File: config.mk
export PLATFORM = sky130hd
export DESIGN_NAME = alarm_ctrl
export DESIGN_NICKNAME = d
export VERILOG_FILES = /design/src/rtl/alarm_ctrl.sv
export SDC_FILE = /design/constraint.sdc
export NUM_CORES = 1
export LEC_CHECK = 0
export CORE_UTILIZATION = 56
export DETAILED_ROUTE_END_ITERATION = 6
export GPL_TIMING_DRIVEN = 0
export PLACE_DENSITY = 0.95
export SLEW_MARGIN = 30
export SYNTH_ARGS = -nofsm -noshare
export SYNTH_HDL_FRONTEND = slang
export SYNTH_SLANG_ARGS = --single-unit
File: constraint.sdc
create_clock -name clk -period 3.6 [get_ports clk]
set_input_delay 0.36 -clock clk [delete_from_list [all_inputs] [get_ports clk]]
set_output_delay 0.36 -clock clk [all_outputs]
set_load 0.03 [all_outputs]
File: src/rtl/alarm_ctrl.sv
// ---------------------------------------------------------------------------
// alarm_ctrl
//
// Alarm-clock controller. Holds an hour/minute setpoint that is edited from
// the buttons in SET mode, starts ringing when the time of day reaches the
// setpoint (at second 0, alarm armed), and supports a limited number of
// snoozes per alarm event. Ringing stops automatically after RING_SECS
// seconds, on the stop button, or when the alarm is disarmed.
//
// Parameters
//   RING_SECS    seconds spent in RING before automatic stop
//   SNOOZE_SECS  seconds spent in SNOOZE before ringing again
//   MAX_SNOOZE   snoozes allowed per alarm event (must fit in 2 bits)
//
// Ports
//   clk          system clock, all state on the rising edge
//   rst_n        asynchronous active-low reset
//   tick_1hz     one-cycle pulse per second
//   cur_hour     current hour   (0-23)
//   cur_min      current minute (0-59)
//   cur_sec      current second (0-59)
//   btn_p        one-cycle button pulses:
//                  [0] mode, [1] stop, [2] minute-inc / snooze, [3] hour-inc
//   sw_arm       alarm armed (level)
//   a_hour       alarm setpoint hour
//   a_min        alarm setpoint minute
//   state        IDLE=0, SET=1, RING=2, SNOOZE=3
//   buzz         buzzer drive, toggles once per second while ringing
//   ringing      high while in RING
//   snooze_left  snoozes remaining for the current alarm event
// ---------------------------------------------------------------------------
module alarm_ctrl #(
    parameter int RING_SECS   = 60,
    parameter int SNOOZE_SECS = 300,
    parameter int MAX_SNOOZE  = 3
) (
    input  logic       clk,
    input  logic       rst_n,
    input  logic       tick_1hz,
    input  logic [5:0] cur_hour,
    input  logic [5:0] cur_min,
    input  logic [5:0] cur_sec,
    input  logic [3:0] btn_p,
    input  logic       sw_arm,
    output logic [5:0] a_hour,
    output logic [5:0] a_min,
    output logic [1:0] state,
    output logic       buzz,
    output logic       ringing,
    output logic [1:0] snooze_left
);

    // Counter widths are derived from the parameters so the load values
    // always fit.
    localparam int RW = (RING_SECS   < 2) ? 1 : $clog2(RING_SECS + 1);
    localparam int SW = (SNOOZE_SECS < 2) ? 1 : $clog2(SNOOZE_SECS + 1);

    localparam logic [RW-1:0] RING_LD = RW'(RING_SECS);
    localparam logic [SW-1:0] SNZ_LD  = SW'(SNOOZE_SECS);
    localparam logic [1:0]    MAX_LD  = 2'(MAX_SNOOZE);

    typedef enum logic [1:0] {
        IDLE   = 2'd0,
        SET    = 2'd1,
        RING   = 2'd2,
        SNOOZE = 2'd3
    } state_t;

    state_t          st;
    logic [RW-1:0]   ring_cnt;
    logic [SW-1:0]   snz_cnt;
    logic            match;
    logic            match_d;
    logic            trigger;

    logic            btn_mode;
    logic            btn_stop;
    logic            btn_min;
    logic            btn_hour;

    assign btn_mode = btn_p[0];
    assign btn_stop = btn_p[1];
    assign btn_min  = btn_p[2];
    assign btn_hour = btn_p[3];

    // The alarm fires on the rising edge of match only. match_d resets to 1
    // so that releasing reset during the matching second cannot re-trigger.
    assign match   = (cur_hour == a_hour) && (cur_min == a_min) && (cur_sec == 6'd0);
    assign trigger = sw_arm && match && !match_d;

    assign state   = st;
    assign ringing = (st == RING);

    always_ff @(posedge clk or negedge rst_n) begin
        if (!rst_n) begin
            st          <= IDLE;
            a_hour      <= 6'd0;
            a_min       <= 6'd0;
            buzz        <= 1'b0;
            match_d     <= 1'b1;
            snooze_left <= 2'd0;
            ring_cnt    <= '0;
            snz_cnt     <= '0;
        end else begin
            match_d <= match;

            case (st)
                IDLE: begin
                    if (trigger) begin
                        st          <= RING;
                        ring_cnt    <= RING_LD;
                        snooze_left <= MAX_LD;
                        buzz        <= 1'b1;
                    end else if (btn_mode) begin
                        st <= SET;
                    end
                end

                SET: begin
                    // Mode wins over any increment pulse in the same cycle;
                    // pressing both increments together is treated as a
                    // no-op rather than guessing which one was meant.
                    if (btn_mode) begin
                        st       <= IDLE;
                        ring_cnt <= '0;
                        snz_cnt  <= '0;
                        buzz     <= 1'b0;
                    end else if (btn_min && !btn_hour) begin
                        if (a_min >= 6'd59) begin
                            a_min <= 6'd0;
                            if (a_hour >= 6'd23) begin
                                a_hour <= 6'd0;
                            end else begin
                                a_hour <= a_hour + 6'd1;
                            end
                        end else begin
                            a_min <= a_min + 6'd1;
                        end
                    end else if (btn_hour && !btn_min) begin
                        if (a_hour >= 6'd23) begin
                            a_hour <= 6'd0;
                        end else begin
                            a_hour <= a_hour + 6'd1;
                        end
                    end
                end

                RING: begin
                    // Exit priority: disarm, stop, snooze, timeout.
                    if (!sw_arm || btn_stop) begin
                        st       <= IDLE;
                        ring_cnt <= '0;
                        snz_cnt  <= '0;
                        buzz     <= 1'b0;
                    end else if (btn_min) begin
                        if (snooze_left != 2'd0) begin
                            st          <= SNOOZE;
                            snz_cnt     <= SNZ_LD;
                            snooze_left <= snooze_left - 2'd1;
                            ring_cnt    <= '0;
                            buzz        <= 1'b0;
                        end else begin
                            // Out of snoozes: snooze behaves as stop.
                            st       <= IDLE;
                            ring_cnt <= '0;
                            snz_cnt  <= '0;
                            buzz     <= 1'b0;
                        end
                    end else if (tick_1hz) begin
                        if (ring_cnt <= RW'(1)) begin
                            // Last second elapsed: counter would reach 0.
                            st       <= IDLE;
                            ring_cnt <= '0;
                            snz_cnt  <= '0;
                            buzz     <= 1'b0;
                        end else begin
                            ring_cnt <= ring_cnt - RW'(1);
                            buzz     <= ~buzz;
                        end
                    end
                end

                SNOOZE: begin
                    if (!sw_arm || btn_stop) begin
                        st       <= IDLE;
                        ring_cnt <= '0;
                        snz_cnt  <= '0;
                        buzz     <= 1'b0;
                    end else if (tick_1hz) begin
                        if (snz_cnt <= SW'(1)) begin
                            // Snooze over: ring again with a fresh ring
                            // period; the snooze budget is not restored.
                            st       <= RING;
                            snz_cnt  <= '0;
                            ring_cnt <= RING_LD;
                            buzz     <= 1'b1;
                        end else begin
                            snz_cnt <= snz_cnt - SW'(1);
                        end
                    end
                end

                default: begin
                    st       <= IDLE;
                    ring_cnt <= '0;
                    snz_cnt  <= '0;
                    buzz     <= 1'b0;
                end
            endcase
        end
    end

endmodule

==> results of run 1 <==
==> placed cells by master (no fill, tap or decap), drive strengths merged, types with 8 or more instances in the layout <==
cell           netlist  routed
clkdlybuf4s50        0      42
dfrtp               32      32
nor2                21      21
o21ai               21      21
nand2               13      13
clkbuf               4      11
inv                  8       8
ha                   8       8
xor2                 8       8
==> layout make-up <==
cell class	instances	area, um2	share of cell area, %
inverters	8	30.0	1.06
clock buffers	7	96.3	3.39
multi-input cells	178	1330	46.6
flip-flops and latches	33	827	29.1
well taps	48	60.1	2.11
repair buffers	45	455	16.0
plain buffers	7	45.0	1.58
clock inverters	1	5.00	0.176
==> cells by family (layout without fill, tap and decap cells) <==
kind of cell               Yosys count  after routing  synth area share [%]
buffers and inverters               15             68                  3.37
muxes                                7              7                  4.04
adders and majority gates            8              8                  4.49
and+or+nand+nor                     84             84                  22.8
DFF                                 33             33                  37.1
AOI/OAI and AO/OA                   67             67                  23.1
xor gates and xnor gates            12             12                  5.06
==> layer usage <==
layer,up-vias,GRT usage (%),routed length (um)
li1,947,-,-
met1,967,33.9,2220
met2,60,48.6,2730
met3,11,7.57,291
met4,0,10.9,121
met5,-,0,0
==> registers in the layout, indices dropped and copies added (netlist names) <==
register,flops
ring_cnt,6
state,2
snz_cnt,9
buzz,1
match_d,1
a_min,6
a_hour,6
snooze_left,2
==> worst max-delay path by stage <==
stage | endpoint | start | slack (ns)
after floorplan | buzz$_DFFE_PN0P_ | a_min[4]$_DFFE_PN0P_ | 1.51
after global placement | buzz$_DFFE_PN0P_ | cur_min[3] | 1.22
after detailed placement | ring_cnt[0]$_DFFE_PN0P_ | cur_sec[1] | 1.12
after CTS | ringing | state[1]$_DFFE_PN0P_ | 1.19
after global routing | ringing | state[1]$_DFFE_PN0P_ | 1.07
final | ringing | state[1]$_DFFE_PN0P_ | 1.19
==> metrics by stage <==
step | power (W) | hold slack (ns) | area, um2 | util, % | instances
after CTS | 0.00157 | 0.434 | 2840 | 76.0 | 327
after global routing | 0.00166 | 0.458 | 2840 | 76.0 | 327
after global placement | 0.00123 | 0.497 | 2720 | 72.6 | 317
final | 0.00158 | 0.459 | 2840 | 76.0 | 327
after floorplan | 0.00102 | 0.0644 | 2230 | - | 226
after detailed placement | 0.00126 | 0.202 | 2730 | 73.0 | 318
==> power groups by stage <==
stage | clock network (W) | registers (W) | logic [W]
CTS | 0.000313 | 0.000548 | 0.000710
global route | 0.000331 | 0.000563 | 0.000763
finish | 0.000310 | 0.000552 | 0.000716
detailed placement | 0 | 0.000553 | 0.000702
global placement | 0 | 0.000548 | 0.000682
floorplan | 0 | 0.000627 | 0.000394
==> worst max-delay path, stage by stage, from the launching register on <==
cell,delay (ns)
dfrtp_1,0.44
clkbuf_1,0.35
nor2b_1,0.27
clkdlybuf4s50_1,0.71
==> timing repair <==
action,CTS,global route
setup buffers,0,0
endpoints found under the setup margin,0,0
hold buffers,1,0
endpoints found under the hold margin,5,0
==> results.md, run 1 <==
- Starting density of the core: 59.5%
- Syn Inst Count: 226
- FF-to-FF Start: a_min[4]$_DFFE_PN0P_
- GP Congestion: 0.860
- Post-synthesis sequential area ratio: 37.1%
- Iter 0 DRT Violations: 165
- Dpl ws: 1.12 ns
- Reg power frac: 35.0%
- Yosys top cell area share: 36.0%
- Pleak: 1.20 nW
- Critical Path AT: 2.05 ns
- Crit start category: register
- Hold Violations, Final: 0
- Yosys reg bits: 33
- Max Slew Vio Count: 0
- # fillers: 263
- Die height: 65.1 um
- Combinational power share: 45.4%
- Reg2Reg Capture Point: ring_cnt[1]$_DFFE_PN0P_
- Most instantiated library cell after synthesis: dfrtp_1
- Initial antenna violation count: 0
- EDFF count, synth: 0
- Most used DFF post-synth: dfrtp_1
- Crit Path Category: reg2out
- Max_cap viols: 0
- Clock Root Buffer: clkbuf_8
- Layout cells sized above 1: 12.2%
- First-pass GRT wire length: 9040 um
- Vias per cell: 6.07
- Synth cell count leaders: 32 x dfrtp_1, 21 x nor2_1, 20 x o21ai_0, 13 x nand2_1
- Synthesized net count: 260
- Total CTS buffers: 5
- Setup WS post-layout: 1.19 ns
- Slew headroom: 70.9%
- DR vias: 1985
- Dpl hpwl: 3890 um
- Post-synthesis cell type count: 59
- PortBufs: 43
- CTS tree: built
- Worst Tran Pin Value: 0.435 ns
- Routed len/inst: 16.4 um
- Crit end category: primary output
- Net Sw Power: 0.000633 W
- Layout Skew: 0.00449 ns
- Wirelength, routed: 5360 um
- Post-cts resize count: 0
- CTS max path bufs: 2
- Final Cycle Share: 67.1%
- Final ANT Viol Nets: 0
- Total gr overflow: 0
- Pint: 0.000944 W
- Overall Global Routing Usage: 28.4%
- PwrDens: 555 nW/um2
- Nets: 312
- Switching power share of the total: 40.1%
- Floorplan Core Area: 3740 um2
- Rows: 22
- Chip width: 65.1 um
- Largest net degree at the start of global routing: 29
- HP Class: in2async
- Maximum vdd drop: 0.516 mV
- R2R cell count: 6
- Synth Cell Area: 2230 um2
- Number of global-route vias before repair: 1948
- R2r setup slk: 1.41 ns
- Die area: 4230 um2
- Min Tclk post-route: 2.41 ns
- Ys async rst share: 100%
- Worst-path clk slew: 0.07 ns
- Ports: 44
- WP data required: 3.24 ns
- N_diodes: 0
- Synth area leaders: dfrtp_1 36%, ha_1 4.5%, o21ai_0 4.5%
- Unrepaired setup endpoints after global routing: no
- Clock power frac: 19.7%
- 1st-pass router iterations: 4
- Biggest area consumer among synthesized cells: dfrtp_1
- Area delta synth->final: 27.7%
- Crit path max fanout: 10
- Number of H-tree levels: 2
- Post-route setup TNS: 0 ns
- Setup violations, final: 0
- Synthesis Warnings: 0
- Outcome: completed
- F_max: 414 MHz
- Clk sinks: 33
- DRC: 0
- Later-pin clock latency in the skew report: 0.29 ns
- Post-synthesis average cell area: 9.85 um2
Note: power is estimated with default switching activity, not from simulation.
==> inputs of run 2 (changes only) <==
Settings changed: CORE_UTILIZATION 56 to 52, PLACE_DENSITY 0.95 to 0.89.
Clock period 3.6 ns to 2.4 ns, I/O delays scaled along.
==> run 2 against run 1 <==
Compared with the run above: routed wire length decreased by 6.0%; sequential power increased by 49%; largest cell class unchanged; sequential share of layout area decreased by 0.30 points; setup slack got worse by 0.96 ns; critical endpoint is now ring_cnt[1]$_DFFE_PN0P_; count of clock-buffer cells in the layout decreased by 1; power increased by 54%; die area increased by 7.4%; worst hold slack got worse by 0.062 ns; combinational power increased by 48%; global-route usage decreased by 3.4 points; non-clock buffer count unchanged; design area increased by 1.1%.
==> results.md, run 2 (synthesized netlist as in run 1, its figures left out) <==
- Slowest stage delay, CP: 0.35 ns (-0.36 ns)
- Slowest cell on crit path: a21oi_4
- Total gr overflow: 0 (unchanged)
- Hold Violations, Final: 0 (unchanged)
- Crit path max fanout: 9 (-1)
- Max Slew Vio Count: 0 (unchanged)
- Maximum vdd drop: 0.680 mV (+32%)
- Later-pin clock latency in the skew report: 0.29 ns (about the same)
- Area of the multi-input gates: 1330 um2 (unchanged)
- Critical Path AT: 2.34 ns (+0.29 ns)
- Layout cells sized above 1: 12.5% (+0.36 points)
- GR peak layer: met2
- Crit start category: register
- Vias per cell: 5.93 (-2.4%)
- N_diodes: 0 (unchanged)
- Most common cell after layout, fill and taps aside: clkdlybuf4s50_1
- M3 GR Usage: 4.56% (-3.0 points)
- Final instance area: 2870 um2 (+1.1%)
- Ports: 44 (unchanged)
- DR vias: 1950 (-1.8%)
- First-pass GRT wire length: 8340 um (-7.8%)
- F_max: 460 MHz
- Number of global-route vias before repair: 1794 (-7.9%)
- WP data required: 2.57 ns (-0.67 ns)
- CTS max path bufs: 2 (unchanged)
- Clk sinks: 33 (unchanged)
- Min Tclk post-route: 2.17 ns
- Number of flip-flops in the largest register: 9 (unchanged)
- Worst Tran Pin Value: 0.454 ns (+0.0187 ns)
- Max_cap viols: 0 (unchanged)
- Critical path buffers and inverters: 1 (-1)
- Initial antenna violation count: 0 (unchanged)
- Crit-path cells: clkbuf_1, xor2_1, nor4_4, nand4_4, a21oi_4, mux2_4
- Clock power frac: 22.5% (+2.8 points)
- DRC: 0 (unchanged)
- Nets: 312 (unchanged)
- Layout Skew: 0.0124 ns (+0.00795 ns)
- PwrDens: 846 nW/um2 (+53%)
- Total CTS buffers: 5 (unchanged)
- Crit Path Category: reg2reg
- Switching power share of the total: 38.6% (-1.6 points)
- Post-route insts no fill: 329 (+0.61%)
- Crit end category: register
- Slew headroom: 69.8% (-1.1 points)
- CTS tree: built
- Pint: 0.00149 W (+58%)
- PortBufs: 43 (unchanged)
- Worst-path clk slew: 0.07 ns (about the same)
- Delay-heaviest family, CP: simple AND/OR/NAND/NOR gates
- Number of H-tree levels: 2 (unchanged)
- GP Congestion: 0.871 (+1.2%)
- Most frequent cells in the layout: 42 x clkdlybuf4s50_1, 32 x dfrtp_1, 21 x nor2_1
- Net Sw Power: 0.000938 W (+48%)
- HP Class: in2async
- 1st-pass router iterations: 4 (unchanged)
- Setup Buffers After CTS: 0 (unchanged)
- # fillers: 310 (+18%)
- Setup violations, final: 0 (unchanged)
- Chip width: 67.4 um (+3.7%)
- Final ANT Viol Nets: 0 (unchanged)
- R2r setup slk: 0.23 ns (-1.18 ns)
- Sequential Area: 827 um2 (unchanged)
- Unrepaired setup endpoints after global routing: no
- Dpl hpwl: 3780 um (-2.8%)
- Largest net degree at the start of global routing: 20 (-31%)
- Met1 Use GR: 32.9% (-1.1 points)
- Rows: 23 (+4.5%)
- Die area: 4550 um2 (+7.4%)
- Clock Root Buffer: clkbuf_8
- Floorplan Core Area: 4060 um2 (+8.4%)
- Area post-placement: 2740 um2 (+0.37%)
- Met2 Resource Use GR: 40.5% (-8.1 points)
- Pleak: 1.21 nW (+0.82%)
- Area delta synth->final: 29.0%
- Combinational power share: 43.6% (-1.8 points)
- Largest Register: snz_cnt
- Final Cycle Share: 90.5%
- Post-Place Cells: 320 (+0.63%)
- Post-route setup TNS: 0 ns (unchanged)
- Routed len/inst: 15.3 um (-6.6%)
- Outcome: completed
- Wirelength, routed: 5030 um (-6.0%)
- Die height: 67.4 um (+3.7%)
- Overall Global Routing Usage: 25.0% (-3.4 points)
- Starting density of the core: 54.9% (-4.6 points)
- Iter 0 DRT Violations: 166 (+0.61%)
- Reg power frac: 33.8% (-1.2 points)
## run 2: changes by cell type in the layout (fill, tap and decap cells not counted)
cell / delta
buf_16: +1
clkinvlp_4: +1
clkbuf_2: +1
clkbuf_8: -1
clkbuf_1: -1
buf_12: -1
bufinv_16: +1
clkinv_2: -1
## run 2: worst paths after layout
check	startpoint	end	cells past startpoint
worst max-delay path	a_min[4]$_DFFE_PN0P_	ring_cnt[1]$_DFFE_PN0P_	6
worst min-delay path	rst_n	a_min[1]$_DFFE_PN0P_	2
worst max register to register	a_min[4]$_DFFE_PN0P_	ring_cnt[1]$_DFFE_PN0P_	6
worst min register to register	snz_cnt[7]$_DFFE_PN0P_	snz_cnt[7]$_DFFE_PN0P_	1
max in group asynchronous	rst_n	match_d$_DFF_PN1_	3
min in group clk	snz_cnt[7]$_DFFE_PN0P_	snz_cnt[7]$_DFFE_PN0P_	1
## run 2: per-stage QoR
stage	hold slack, ns	worst slack (ns)	util [%]	power [W]
global route	0.443	0.0997	70.8	0.00257
CTS	0.405	0.148	70.8	0.00244
finish	0.396	0.228	70.8	0.00243
floorplan	-0.0556	0.309	-	0.00153
detailed placement	0.182	0.104	67.6	0.00188
global placement	0.499	0.129	67.0	0.00185
## run 2: timing repair
action / 4_1_cts / 5_1_grt
endpoints found under the setup margin: 0 / 1
hold buffers: 1 / 0
endpoints found under the hold margin: 14 / 0
resized for setup: 0 / 2
## run 2: worst reg2reg max path, stage by stage (launching register included)
cell	delay (ns)
dfrtp_1	0.34
clkbuf_1	0.28
xor2_1	0.18
nor4_4	0.31
nand4_4	0.25
a21oi_4	0.35
mux2_4	0.33
## run 2: power by group through the flow
stage | combinational [W] | sequential [W] | clock [W]
floorplan | 0.000591 | 0.000940 | 0
global placement | 0.00102 | 0.000824 | 0
detailed placement | 0.00105 | 0.000830 | 0
CTS | 0.00107 | 0.000822 | 0.000552
global route | 0.00115 | 0.000846 | 0.000575
finish | 0.00106 | 0.000823 | 0.000548
## run 2: final cells by class
class,count,share of cell area (%)
multi-input combinational,178,46.1
clock inverter,2,1.31
clock buffer,6,2.87
sequential,33,28.8
inverter,8,1.04
tap,50,2.18
timing repair buffer,45,16.1
buffer,7,1.61
## run 2: layer usage
layer  wire length (um)  up-vias
li1                   -      956
met3                291        4
met5                  0        -
met2               2410       50
met1               2290      940
met4                 48        0
